===== config.mk =====
export PLATFORM = sky130hd
export DESIGN_NAME = seq_divider
export DESIGN_NICKNAME = d
export VERILOG_FILES = /design/src/rtl/div_pkg.sv /design/src/rtl/div_step.sv /design/src/rtl/seq_divider.sv
export SDC_FILE = /design/constraint.sdc
export NUM_CORES = 1
export LEC_CHECK = 0
export CAP_MARGIN = 40
export CORE_MARGIN = 1.5
export CORE_UTILIZATION = 51
export CTS_CLUSTER_DIAMETER = 50
export DETAILED_ROUTE_END_ITERATION = 7
export MAX_ROUTING_LAYER = met4
export PLACE_DENSITY_LB_ADDON = 0.3
export SYNTH_ARGS = -nofsm -noshare
export SYNTH_HDL_FRONTEND = slang
export SYNTH_HIERARCHICAL = 1
export SYNTH_SLANG_ARGS = --single-unit

===== constraint.sdc =====
create_clock -name clk -period 3.4 [get_ports clk]
set_clock_uncertainty 0.05 [all_clocks]
set_input_delay 0.68 -clock clk [delete_from_list [all_inputs] [get_ports clk]]
set_output_delay 0.68 -clock clk [all_outputs]
set_load 0.02 [all_outputs]

===== src/rtl/div_pkg.sv =====
// Shared constants and FSM state type for the sequential restoring divider.
package div_pkg;

  localparam int DIV_WIDTH   = 32;
  localparam int DIV_CNT_W   = 6;
  localparam int DIV_LATENCY = DIV_WIDTH + 2;

  typedef enum logic [1:0] {
    IDLE = 2'd0,
    CALC = 2'd1,
    FIX  = 2'd2,
    DONE = 2'd3
  } state_t;

endpackage


===== src/rtl/div_step.sv =====
// One combinational restoring-division iteration: shift rem:quo left, trial-subtract,
// restore on borrow and shift the new quotient bit in at the bottom.
module div_step #(
  parameter int WIDTH = 32
) (
  input  logic [WIDTH-1:0] rem_in,
  input  logic [WIDTH-1:0] quo_in,
  input  logic [WIDTH-1:0] divisor,
  output logic [WIDTH-1:0] rem_out,
  output logic [WIDTH-1:0] quo_out
);

  logic [WIDTH:0] rem_sh;
  logic [WIDTH:0] trial;
  logic           borrow;

  // Partial remainder is always < divisor, so the shifted value fits in WIDTH+1 bits
  // and the trial difference lies in [-divisor, divisor-1]; its top bit is the borrow.
  assign rem_sh  = {rem_in, quo_in[WIDTH-1]};
  assign trial   = rem_sh - {1'b0, divisor};
  assign borrow  = trial[WIDTH];

  assign rem_out = borrow ? rem_sh[WIDTH-1:0] : trial[WIDTH-1:0];
  assign quo_out = {quo_in[WIDTH-2:0], ~borrow};

endmodule


===== src/rtl/seq_divider.sv =====
// Multi-cycle restoring divider, one quotient bit per clock; result = {remainder, quotient}.
// Define DIV_SIGNED_EN for two's-complement operands (truncating division).
module seq_divider
  import div_pkg::*;
#(
  parameter int WIDTH = DIV_WIDTH,
  parameter int CNT_W = DIV_CNT_W
) (
  input  logic               clk,
  input  logic               rst_n,
  input  logic               start,
  input  logic [WIDTH-1:0]   dividend,
  input  logic [WIDTH-1:0]   divisor,
  output logic               busy,
  output logic               done,
  output logic               div_zero,
  output logic [2*WIDTH-1:0] result
);

  state_t               state_reg;
  state_t               state_next;
  logic [CNT_W-1:0]     cnt_reg;
  logic [WIDTH-1:0]     quo_reg;
  logic [WIDTH-1:0]     rem_reg;
  logic [WIDTH-1:0]     dvs_reg;
  logic [2*WIDTH-1:0]   result_reg;
  logic                 div_zero_reg;

  logic                 accept;
  logic                 zero_divisor;
  logic [WIDTH-1:0]     abs_dividend;
  logic [WIDTH-1:0]     abs_divisor;
  logic [WIDTH-1:0]     quo_step;
  logic [WIDTH-1:0]     rem_step;
  logic [WIDTH-1:0]     quo_final;
  logic [WIDTH-1:0]     rem_final;

  assign accept       = (state_reg == IDLE) && start;
  assign zero_divisor = (divisor == '0);

`ifdef DIV_SIGNED_EN
  logic neg_quo_reg;
  logic neg_rem_reg;

  // Work on magnitudes; the most negative value maps onto itself, which is the
  // correct unsigned magnitude 2^(WIDTH-1).
  assign abs_dividend = dividend[WIDTH-1] ? (~dividend + 1'b1) : dividend;
  assign abs_divisor  = divisor[WIDTH-1]  ? (~divisor + 1'b1)  : divisor;
  assign quo_final    = neg_quo_reg ? (~quo_reg + 1'b1) : quo_reg;
  assign rem_final    = neg_rem_reg ? (~rem_reg + 1'b1) : rem_reg;

  always_ff @(posedge clk or negedge rst_n) begin
    if (!rst_n) begin
      neg_quo_reg <= 1'b0;
      neg_rem_reg <= 1'b0;
    end else if (accept) begin
      neg_quo_reg <= dividend[WIDTH-1] ^ divisor[WIDTH-1];
      neg_rem_reg <= dividend[WIDTH-1];
    end
  end
`else
  assign abs_dividend = dividend;
  assign abs_divisor  = divisor;
  assign quo_final    = quo_reg;
  assign rem_final    = rem_reg;
`endif

  div_step #(
    .WIDTH (WIDTH)
  ) u_step (
    .rem_in  (rem_reg),
    .quo_in  (quo_reg),
    .divisor (dvs_reg),
    .rem_out (rem_step),
    .quo_out (quo_step)
  );

  always_ff @(posedge clk or negedge rst_n) begin
    if (!rst_n) begin
      state_reg <= IDLE;
    end else begin
      state_reg <= state_next;
    end
  end

  always_comb begin
    state_next = state_reg;
    busy       = 1'b0;
    done       = 1'b0;
    case (state_reg)
      IDLE: begin
        if (start) begin
          state_next = zero_divisor ? DONE : CALC;
        end
      end
      CALC: begin
        busy = 1'b1;
        if (cnt_reg == '0) begin
          state_next = FIX;
        end
      end
      FIX: begin
        busy       = 1'b1;
        state_next = DONE;
      end
      DONE: begin
        done       = 1'b1;
        state_next = IDLE;
      end
      default: state_next = IDLE;
    endcase
  end

  // The quotient register starts out holding the dividend magnitude; its bits are
  // shifted into the remainder one per CALC cycle while quotient bits fill in below.
  always_ff @(posedge clk or negedge rst_n) begin
    if (!rst_n) begin
      cnt_reg      <= '0;
      quo_reg      <= '0;
      rem_reg      <= '0;
      dvs_reg      <= '0;
      result_reg   <= '0;
      div_zero_reg <= 1'b0;
    end else begin
      case (state_reg)
        IDLE: begin
          if (accept) begin
            cnt_reg <= CNT_W'(WIDTH - 1);
            quo_reg <= abs_dividend;
            rem_reg <= '0;
            dvs_reg <= abs_divisor;
            if (zero_divisor) begin
              result_reg   <= {dividend, {WIDTH{1'b1}}};
              div_zero_reg <= 1'b1;
            end
          end
        end
        CALC: begin
          cnt_reg <= cnt_reg - 1'b1;
          quo_reg <= quo_step;
          rem_reg <= rem_step;
        end
        FIX: begin
          result_reg   <= {rem_final, quo_final};
          div_zero_reg <= 1'b0;
        end
        default: begin
        end
      endcase
    end
  end

  assign result   = result_reg;
  assign div_zero = div_zero_reg;

endmodule


==> impl_metrics.tcl, run 1 <==
set metrics [dict create \
    r2r_cells 14 \
    fmax_mhz 300.8 \
    max_slew_margin_pct 55.72 \
    numCtsBuffers 17 \
    combPwrFrac_pct 59.9 \
    yosys_warnings 6 \
    hpwl_mm 16.76 \
    num-fill-cells 1567 \
    start_util_pct 52.10 \
    grt_antenna_before_repair 0 \
    swShare_pct 39.56 \
    worst_slack_ps 75.26 \
    dieArea_sq_um 20800 \
    endpoint_kind "register" \
    synth.distinct_cells 71 \
    cts_tree "built" \
    fin_crit_ps 3325 \
    hold_path_class "input pin to asynchronous set/reset pin" \
    synth.top_cell.area_share_pct 41.57 \
    viasPerCell 5.599 \
    multi_input_area_sq_um 5278 \
    grt_usage_pct 24.41 \
    synth_commonest_cells "dfrtp_1 (169), mux2_4 (79), mux2_2 (72)" \
    finalCritPeriodShare_pct 97.79 \
    gp_congestion 0.9312 \
    fin_util_pct 64.10 \
    num_rows 51 \
    seq_area_sq_um 4229 \
    h-tree-depth 4 \
    synth_compound_area_share_pct 11.64 \
    pwr-share-seq_pct 24.9 \
    grt_pass1_wl_mm 38.06 \
    grt_pass1_vias 7123 \
    finalPower_mw 14.02 \
    first_pass_iters 6 \
    ys_ff_latch 169 \
    clk_pin_slew_ps 70 \
    die_w_microns 144.2 \
    fin_tns_setup_ps 0 \
    boundaryPins 134 \
    final_layout_size_suffix_gt1_share_pct 25.56 \
    route.detailed.drc 0 \
    synth_fp_nets 995 \
    synth_top_family_by_area "multiplexers" \
    final_nets 1123 \
    grt_max_degree 70 \
    start_kind "register" \
    hold_viol_final 0 \
    clk_path_buf_depth 2 \
    internal_power_mw 8.472 \
    clk_latency_ps 430 \
    grt-ovfl-total 0 \
    largest_register_ffs 64 \
    synthAdderAreaFrac_pct 4.994 \
    cap_violations 0 \
    die_h_microns 144.2 \
    drt_wl_total_mm 23.73 \
    vias 7245 \
    synthFlopType "dfrtp_1" \
    rsz0062_at_grt "true" \
    post_synth_xor_area_fraction_pct 2.583 \
    netlist_area_sq_um 10170 \
    synth_area_leaders "dfrtp_1 (42%), mux2_4 (12%), mux2_2 (8.0%), ha_1 (4.8%), mux2i_1 (3.5%)" \
    status "completed" \
    critPathArrivalTime_ps 3600 \
    cts.sinks 169 \
    synth.most_common_cell "dfrtp_1" \
    synth.mux.area_fraction_pct 23.39 \
    cp_data_required_time_ps 3670 \
    worst_pin_slew_ps 664.2 \
    synth-edff-count 0 \
    drt_iter0_markers 585 \
    num_antenna_cells 0 \
    ys_seq_area_share_pct 41.57 \
    synthSimpleGateAreaFrac_pct 8.856 \
    ant_nets 0 \
    setup_viol 0 \
    finalMaxSlewViolations 0 \
    ys_async_sr_fraction_pct 100.0 \
    port_buffers 133 \
    wire_per_inst_microns 18.34 \
    post-place-ws_ps -37.68 \
    path_class "register to register" \
    synth_top_area_cell "dfrtp_1" \
    p_leak_nw 5.614 \
    ctsRootBufferMaster "clkbuf_16" \
    power.switching_mw 5.545 \
    synth_cells 888 \
    vdd_drop_max_uv 570.7 \
    clkPwrFrac_pct 15.1 \
    core_area_sq_um 19530 \
    p_per_area_nw_per_um2 1120 \
    area_growth_pct 23.04 \
    syn-mean-instance-area_sq_um 11.46 \
    worstPathMaxFanout 12 \
]
through the flow:
stage / cells / hold slack (ps) / area, sq um
2_1_floorplan: 888 / 334.4 / 10180
3_3_place_gp: 1256 / 426.6 / 11790
3_5_place_dp: 1256 / 436.7 / 11790
4_1_cts: 1288 / 221.0 / 12440
5_1_grt: 1294 / 257.5 / 12520
6_report: 1294 / 209.3 / 12520
worst max-delay path: stages (launching register included):
cell and delay, ps:
dfrtp_1 390, inv_2 60, ha_4 160, fa_2 340
and2b_1 240, o2111ai_2 130, a21oi_2 190, o2111ai_2 150
a211oi_2 290, nor2_4 80, mux2i_4 190, and2_4 270
inv_8 170, mux2_4 310, a22o_1 200
cell families (layout without fill, tap and decap cells):
kind of cell | Yosys count | count (layout)
multiplexers | 188 | 188
flip-flops | 169 | 169
AO/OA/AOI/OAI | 171 | 171
AND/OR/NAND/NOR | 171 | 171
XOR/XNOR | 30 | 30
adder cells (fa/ha/maj) | 40 | 40
buffers and inverters | 119 | 260
layer usage:
layer / vias to the layer above / part of all wire (%) / GRT usage, %
met1: 3592 / 48 / 34.33
met4: 0 / 1.6 / 8.028
li1: 3417 / - / -
met2: 207 / 46 / 35.89
met3: 29 / 4.7 / 4.172
met5: - / 0 / -
worst paths after layout:
check | start | to | slack, ps
min in group clk | quo_final[19] | quo_final[19] | 450
worst min-delay path | rst_n | result[5] | 210
max in group asynchronous | rst_n | rem_final[15] | 2380
worst min register to register | quo_final[19] | quo_final[19] | 450
worst max register to register | quo_final[31] | rem_final[9] | 80
worst max-delay path | quo_final[31] | rem_final[9] | 80
layout make-up:
| class | instances | share of cell area (%) |
|---|---|---|
| Multi-Input combinational cell | 600 | 42.17 |
| Timing Repair Buffer | 184 | 14.61 |
| Tap cell | 265 | 2.649 |
| Timing Repair inverter | 2 | 0.1799 |
| Sequential cell | 169 | 33.79 |
| Inverter | 42 | 1.470 |
| Clock buffer | 19 | 3.619 |
| Clock inverter | 13 | 1.520 |
power by group through the flow:
stage          Clock (mW)  Sequential (mW)  Combinational [mW]
2_1_floorplan           0             3.71                6.01
3_3_place_gp            0             3.48                7.94
3_5_place_dp            0             3.52                8.10
4_1_cts              2.16             3.49                8.21
5_1_grt              2.24             3.60                9.08
6_report             2.12             3.49                8.40
cells in the final DEF (no fill, tap or decap), types with 9 or more instances in the layout:
cell type,count
a22o_1,32
mux2i_1,35
a21o_1,17
nand2b_1,34
nor4_1,11
inv_1,40
buf_12,9
clkbuf_16,17
a21oi_1,23
clkdlybuf4s50_1,132
buf_4,42
o21ai_0,53
nand3_1,17
mux2_4,79
nor2_1,13
mux2_2,72
xnor2_1,17
ha_1,36
nand2_1,54
dfrtp_1,169
xor2_1,13
what timing repair did:
item	in CTS	in global routing
gates resized for setup	2	6
pin swaps	1	0
endpoints found under the setup margin	23	24
setup buffers	0	4
hold buffers	0	0
gates cloned	0	2
Note: power is estimated with default switching activity, not from simulation.
==> run 2, diff against run 1 <==
--- a/config.mk
+++ b/config.mk
@@ -6,6 +6,7 @@
 export NUM_CORES = 1
 export LEC_CHECK = 0
 export CAP_MARGIN = 40
+export CORE_ASPECT_RATIO = 1.2
 export CORE_MARGIN = 1.5
 export CORE_UTILIZATION = 51
 export CTS_CLUSTER_DIAMETER = 50
==> run 2 against run 1 <==
  * The run now ends with setup timing left
  * Power is 1.5% higher
  * Global-route usage shrank 0.37 points
  * Sequential share of layout area down 0.094 points
  * Cell count fell by 0.23%
  * Count of clock-buffer cells in the layout fell by 2
  * Cell area grew 0.28%
  * Via count up 0.79%
  * Die area barely moved
  * First-iteration DRC count shrank 17%
  * Maximum frequency down 2.2%
  * Critical path type unchanged
  * Critical endpoint is now rem_final[8]
==> impl_metrics.tcl, run 2 (synthesis gave the netlist of run 1 again) <==
set metrics [dict create \
    reg2reg_to "rem_final[8]" \
    num-fill-cells 1526 \
    ctsRootBufferMaster "clkbuf_16" \
    grt-ovfl-total 0 \
    max_slew_margin_pct 51.66 \
    dieArea_sq_um 20810 \
    cp_data_required_time_ps 3670 \
    status "complete, but fails checks" \
    violations "setup timing" \
    ant_nets 0 \
    grt_usage_pct 24.03 \
    setup_viol 1 \
    final_nets 1124 \
    h-tree-depth 4 \
    die_h_microns 157.7 \
    numCtsBuffers 17 \
    grt_pass1_wl_mm 38.36 \
    hold_viol_final 0 \
    path_buf_inv 2 \
    final_layout_size_suffix_gt1_share_pct 25.83 \
    worst_slack_ps -1.145 \
    num_rows 56 \
    start_util_pct 52.04 \
    crit_chain "ha_2, fa_2, and2b_2, o2111ai_4, a21oi_2, o2111ai_2, a211oi_2, nor2_4, mux2i_4, and2_4, buf_12, clkinv_8, mux2_4, a22o_1" \
    cap_violations 0 \
    pwr-share-seq_pct 24.6 \
    grt_antenna_before_repair 0 \
    die_w_microns 131.9 \
    power.switching_mw 5.744 \
    mostFrequentLayoutCell "dfrtp_1" \
    cts.sinks 169 \
    core_area_sq_um 19550 \
    fin_crit_ps 3401 \
    seq_area_sq_um 4229 \
    r2r_setup_slack_ps -1 \
    cpPeakStageDelay_ps 380 \
    drt_iter0_markers 487 \
    finalCritPeriodShare_pct 100.0 \
    boundaryPins 134 \
    swShare_pct 40.38 \
    clk_path_buf_depth 2 \
    path_class "register to register" \
    drt_wl_total_mm 24.10 \
    r2r-start "dvs_reg[0]" \
    rsz0062_at_grt "true" \
    endpoint_kind "register" \
    worst-path-stages 14 \
    port_buffers 133 \
    area_growth_pct 23.38 \
    hold_path_class "input pin to asynchronous set/reset pin" \
    num_antenna_cells 0 \
    worst_pin_slew_ps 710.0 \
    placed_cell_area_sq_um 11740 \
    worstPathMaxFanout 6 \
    vdd_drop_max_uv 569.3 \
    combPwrFrac_pct 61.5 \
    first_pass_iters 5 \
    r2r_cells 14 \
    holdWs_ps 185.1 \
    grt_max_degree 64 \
    gp_congestion 0.9325 \
    fmax_mhz 294.0 \
    multi_input_area_sq_um 5304 \
    wire_per_inst_microns 18.67 \
    largest_register_ffs 64 \
    finalMaxSlewViolations 0 \
    p_leak_nw 5.629 \
    grt_pass1_vias 7238 \
    clk_pin_slew_ps 70 \
    viasPerCell 5.656 \
    critPathArrivalTime_ps 3670 \
    cts_tree "built" \
    finalPower_mw 14.23 \
    p_per_area_nw_per_um2 1133 \
    internal_power_mw 8.482 \
    start_kind "register" \
    clk_latency_ps 430 \
    crit_slowest_cell "dfrtp_1" \
    clkPwrFrac_pct 13.9 \
    layout_common_cells "dfrtp_1 (169), clkdlybuf4s50_1 (132), mux2_4 (83), mux2_2 (68), nand2_1 (54)" \
    design_area_sq_um 12550 \
    hpwl_mm 17.16 \
    critical-path-top-delay-family "compound AO/OA/AOI/OAI gates" \
    vias 7302 \
    route.detailed.drc 0 \
]
-- run 2: metal layers --
| metal | GRT usage (%) | part of all wire (%) | vias to the layer above |
|---|---|---|---|
| met4 | 9.048 | 2.8 | 0 |
| met5 | - | 0 | - |
| li1 | - | - | 3411 |
| met3 | 3.042 | 4.0 | 53 |
| met1 | 31.89 | 46 | 3617 |
| met2 | 37.97 | 48 | 221 |
-- run 2: per-stage QoR --
step                      TNS [ps]  util, %  setup slack, ps  instances
final                       -1.145    64.20           -1.145       1291
after global routing         -2328    64.20           -139.4       1291
after CTS                        0    63.15            12.26       1280
after detailed placement    -9.808    60.04           -9.808       1248
after global placement           0    60.04            65.19       1248
after floorplan                  0        -            42.40        888
-- run 2: power by group through the flow --
| stage | combinational [mW] | clock, mW | sequential [mW] |
|---|---|---|---|
| after floorplan | 6.01 | 0 | 3.71 |
| after global placement | 7.89 | 0 | 3.49 |
| after detailed placement | 8.05 | 0 | 3.53 |
| after CTS | 8.12 | 2.00 | 3.50 |
| after global routing | 9.39 | 2.09 | 3.61 |
| final | 8.75 | 1.97 | 3.50 |
-- run 2: worst max-delay path by stage --
| stage | start | to | slack, ps |
|---|---|---|---|
| after detailed placement | dvs_reg[0] | rem_final[5] | -10 |
| after floorplan | quo_final[31] | rem_final[10] | 40 |
| after global placement | dvs_reg[0] | rem_final[7] | 70 |
| final | dvs_reg[0] | rem_final[8] | -1 |
| after CTS | dvs_reg[0] | rem_final[5] | 10 |
| after global routing | quo_final[31] | rem_final[8] | -140 |
-- run 2: what timing repair did --
item                                    4_1_cts  5_1_grt
gates cloned                                  0        2
hold endpoints to repair                      0        0
endpoints found under the setup margin        4       24
gates resized for setup                       1       18
hold buffers                                  0        0
pin swaps                                     0       10
setup buffers                                 0        9
-- run 2: cell type report --
| type | instances | area share, % |
|---|---|---|
| Multi-Input combinational cell | 600 | 42.26 |
| Tap cell | 261 | 2.602 |
| Clock inverter | 15 | 1.406 |
| Inverter | 42 | 1.465 |
| Clock buffer | 17 | 3.389 |
| Sequential cell | 169 | 33.70 |
| Timing Repair inverter | 2 | 0.2592 |
| Timing Repair Buffer | 185 | 14.92 |
==> RTL change: new RTL, config.mk and constraints of run 2 <==
Add an input register stage for `start`; this delays it by one clock. The other inputs are not delayed to match.
--- a/src/rtl/seq_divider.sv
+++ b/src/rtl/seq_divider.sv
@@ -19,2 +19,8 @@
 
+  logic start_q;
+
+  always_ff @(posedge clk) begin
+    start_q <= start;
+  end
+
   state_t               state_reg;
@@ -37,3 +43,3 @@
 
-  assign accept       = (state_reg == IDLE) && start;
+  assign accept       = (state_reg == IDLE) && start_q;
   assign zero_divisor = (divisor == '0);
@@ -91,3 +97,3 @@
       IDLE: begin
-        if (start) begin
+        if (start_q) begin
           state_next = zero_divisor ? DONE : CALC;
Formal check against the unedited RTL: not equivalent (a bounded check fails within 4 cycles, from zero or initial values and one cycle with rst_n low).
==> RTL change against run 2 <==
Worst setup slack better by 0.017 ns. Via count fell by 2.4%. Final cell count is 0.15% higher. Non-clock buffer count fell by 2. Wire length shrank 4.7%. Global-route usage decreased by 0.73 points. Power decreased by 20%. Synthesized area grew 0.27%. Sequential cell count grew 1. Design area down 0.85%. Critical path depth down 1. Highest routed layer unchanged.
==> RTL change: results (changes against run 2) <==
* Outcome: completed
* CTS root buf: clkbuf_16
* Worst path arrival time at 3.65 ns (-0.02 ns)
* Synth Area in Adders at 0.0498 (-0.000135)
* Yosys warning count at 6 (unchanged)
* Drt total wl at 23,000 um (-4.7%)
* Largest register FFs at 64 (unchanged)
* Global-route usage over all layers at 0.233 (-0.00731)
* Average vias per placed instance at 5.51 (-2.5%)
* Share of layout cells above drive strength 1 at 0.249 (-0.00922)
* Worst slew pin tran at 0.750 ns (+0.0405 ns)
* # diodes at 0 (unchanged)
* Worst R2R Path Depth at 13 (-1)
* Net count, final at 1,126 (+0.18%)
* P_leak at 5.62 nW (-0.16%)
* Synthesized Nets at 999 (+0.40%)
* Clk_lat worst skew at 0.43 ns (about the same)
* CP endpoint kind: register
* Crit Path Max Fanout at 12 (+6)
* P_int at 7.10 mW (-16%)
* Placer congestion estimate at 0.933 (about the same)
* Seq/Total Area, Yosys at 0.417 (+0.000841)
* CTS clk-pin slew, worst paths at 0.07 ns (about the same)
* Htree depth at 4 (unchanged)
* Initial DRT Pass Iterations at 5 (unchanged)
* Vias in the first global route at 7,129 (-1.5%)
* Cells after Synth at 892 (+0.45%)
* Post-Place Cells at 1,259 (+0.88%)
* Compound-Gate Fraction of Synth Area at 0.117 (+0.00104)
* Most frequent cells after synthesis: dfrtp_1 (169), mux2_4 (79), mux2_2 (73)
* Crit Reg-Reg Startpoint: dvs_reg[0]
* Clock buffer depth at 2 (unchanged)
* Delay-heaviest family, CP: compound AO/OA/AOI/OAI gates
* Initial detailed-routing violation count at 463 (-4.9%)
* Post-synth ARST share at 0.994 (-0.00588)
* Class of the tightest hold or removal check: in -> async
* Synth cell types at 72 (+1.4%)
* Synth top area cells: dfrtp_1 (41%), mux2_4 (12%), mux2_2 (8.1%)
* R2R setup slack at 0.02 ns (+0.02 ns)
* First-pass GRT wire length at 37,000 um (-3.5%)
* Final Max Tran Viols at 0 (unchanged)
* VDD IR-drop max at 0.000486 V (-15%)
* Largest net degree at the start of global routing at 79 (+23%)
* DP HPWL at 16,600 um (-3.2%)
* Num CTS Buffers at 17 (unchanged)
* Mux share of post-synthesis cell area at 0.233 (-0.000509)
* Worst setup endpoint: rem_final[25]
* FILL cells at 1,543 (+1.1%)
* Initial antenna violation count at 0 (unchanged)
* Via Count at 7,128 (-2.4%)
* Max incr delay on CP at 0.39 ns
* XOR/XNOR share of the synthesized area at 0.0258 (-0.0000697)
==> RTL change: cell types whose count changed in the layout (fill, tap and decap cells not counted), moves of 4 or more <==
cell	run 2	this run
mux2_4	83	79
mux2_2	68	73
clkinv_8	4	0
clkinv_2	0	5
buf_12	12	8
==> RTL change: stage by stage <==
| stage | setup TNS (ns) | cell area [um2] | hold slack, ns | util | setup WS, ns |
|---|---|---|---|---|---|
| final | 0 | 12400 | 0.218 | 0.637 | 0.0160 |
| after global routing | -2.32 | 12400 | 0.284 | 0.637 | -0.118 |
| after CTS | 0 | 12400 | 0.267 | 0.635 | 0.0214 |
| after detailed placement | -8.94 | 11800 | 0.442 | 0.604 | -0.186 |
| after global placement | -10.74 | 11800 | 0.428 | 0.604 | -0.222 |
| after floorplan | 0 | 10200 | 0.334 | - | 0.0424 |
==> RTL change: power by group through the flow <==
| stage | Sequential, mW | Combinational, mW | Clock [mW] |
|---|---|---|---|
| 6_report | 3.41 | 5.97 | 1.98 |
| 3_3_place_gp | 3.42 | 5.84 | 0 |
| 3_5_place_dp | 3.45 | 5.94 | 0 |
| 4_1_cts | 3.42 | 5.98 | 2.00 |
| 2_1_floorplan | 3.74 | 3.94 | 0 |
| 5_1_grt | 3.52 | 6.46 | 2.09 |
==> RTL change: worst min path at each step <==
stage / cells after the start / from / to / slack (ns)
2_1_floorplan: 0 / rst_n / cnt_reg[0] / 0.33
3_3_place_gp: 2 / quo_final[25] / quo_final[25] / 0.43
3_5_place_dp: 2 / quo_final[26] / quo_final[26] / 0.44
4_1_cts: 1 / rst_n / result[24] / 0.27
5_1_grt: 1 / rst_n / result[25] / 0.28
6_report: 1 / rst_n / result[24] / 0.22
==> RTL change: worst register-to-register path, stage by stage, from the launching register on <==
cell,delay (ns)
dfrtp_1,0.39
ha_2,0.20
fa_2,0.35
and2b_1,0.25
o2111ai_2,0.14
a21oi_2,0.21
o2111ai_2,0.18
a211oi_2,0.32
nor2_4,0.08
mux2i_4,0.19
and2_4,0.25
inv_8,0.16
mux2_4,0.31
a22o_1,0.19
==> RTL change: what timing repair did <==
action,in CTS,in global routing
setup buffers,0,1
endpoints found under the setup margin,4,24
gates resized for setup,1,5
cloned,0,1
pin swaps,0,2
==> RTL change: layout make-up <==
cell class,instances,area (um2),share of cell area
clock buffer,20,437,0.0351
timing repair inverter,1,11.3,0.000905
sequential,170,4250,0.341
clock inverter,12,149,0.0120
tap,261,327,0.0262
multi-input combinational,602,5270,0.424
timing repair buffer,183,1810,0.145
inverter,44,191,0.0154
==> RTL change: layer usage <==
layer / track usage / up-vias / share of wire
li1: - / 3414 / -
met1: 0.313 / 3490 / 0.46
met2: 0.366 / 194 / 0.47
met3: 0.0400 / 30 / 0.046
met4: 0.0661 / 0 / 0.018
met5: - / - / 0
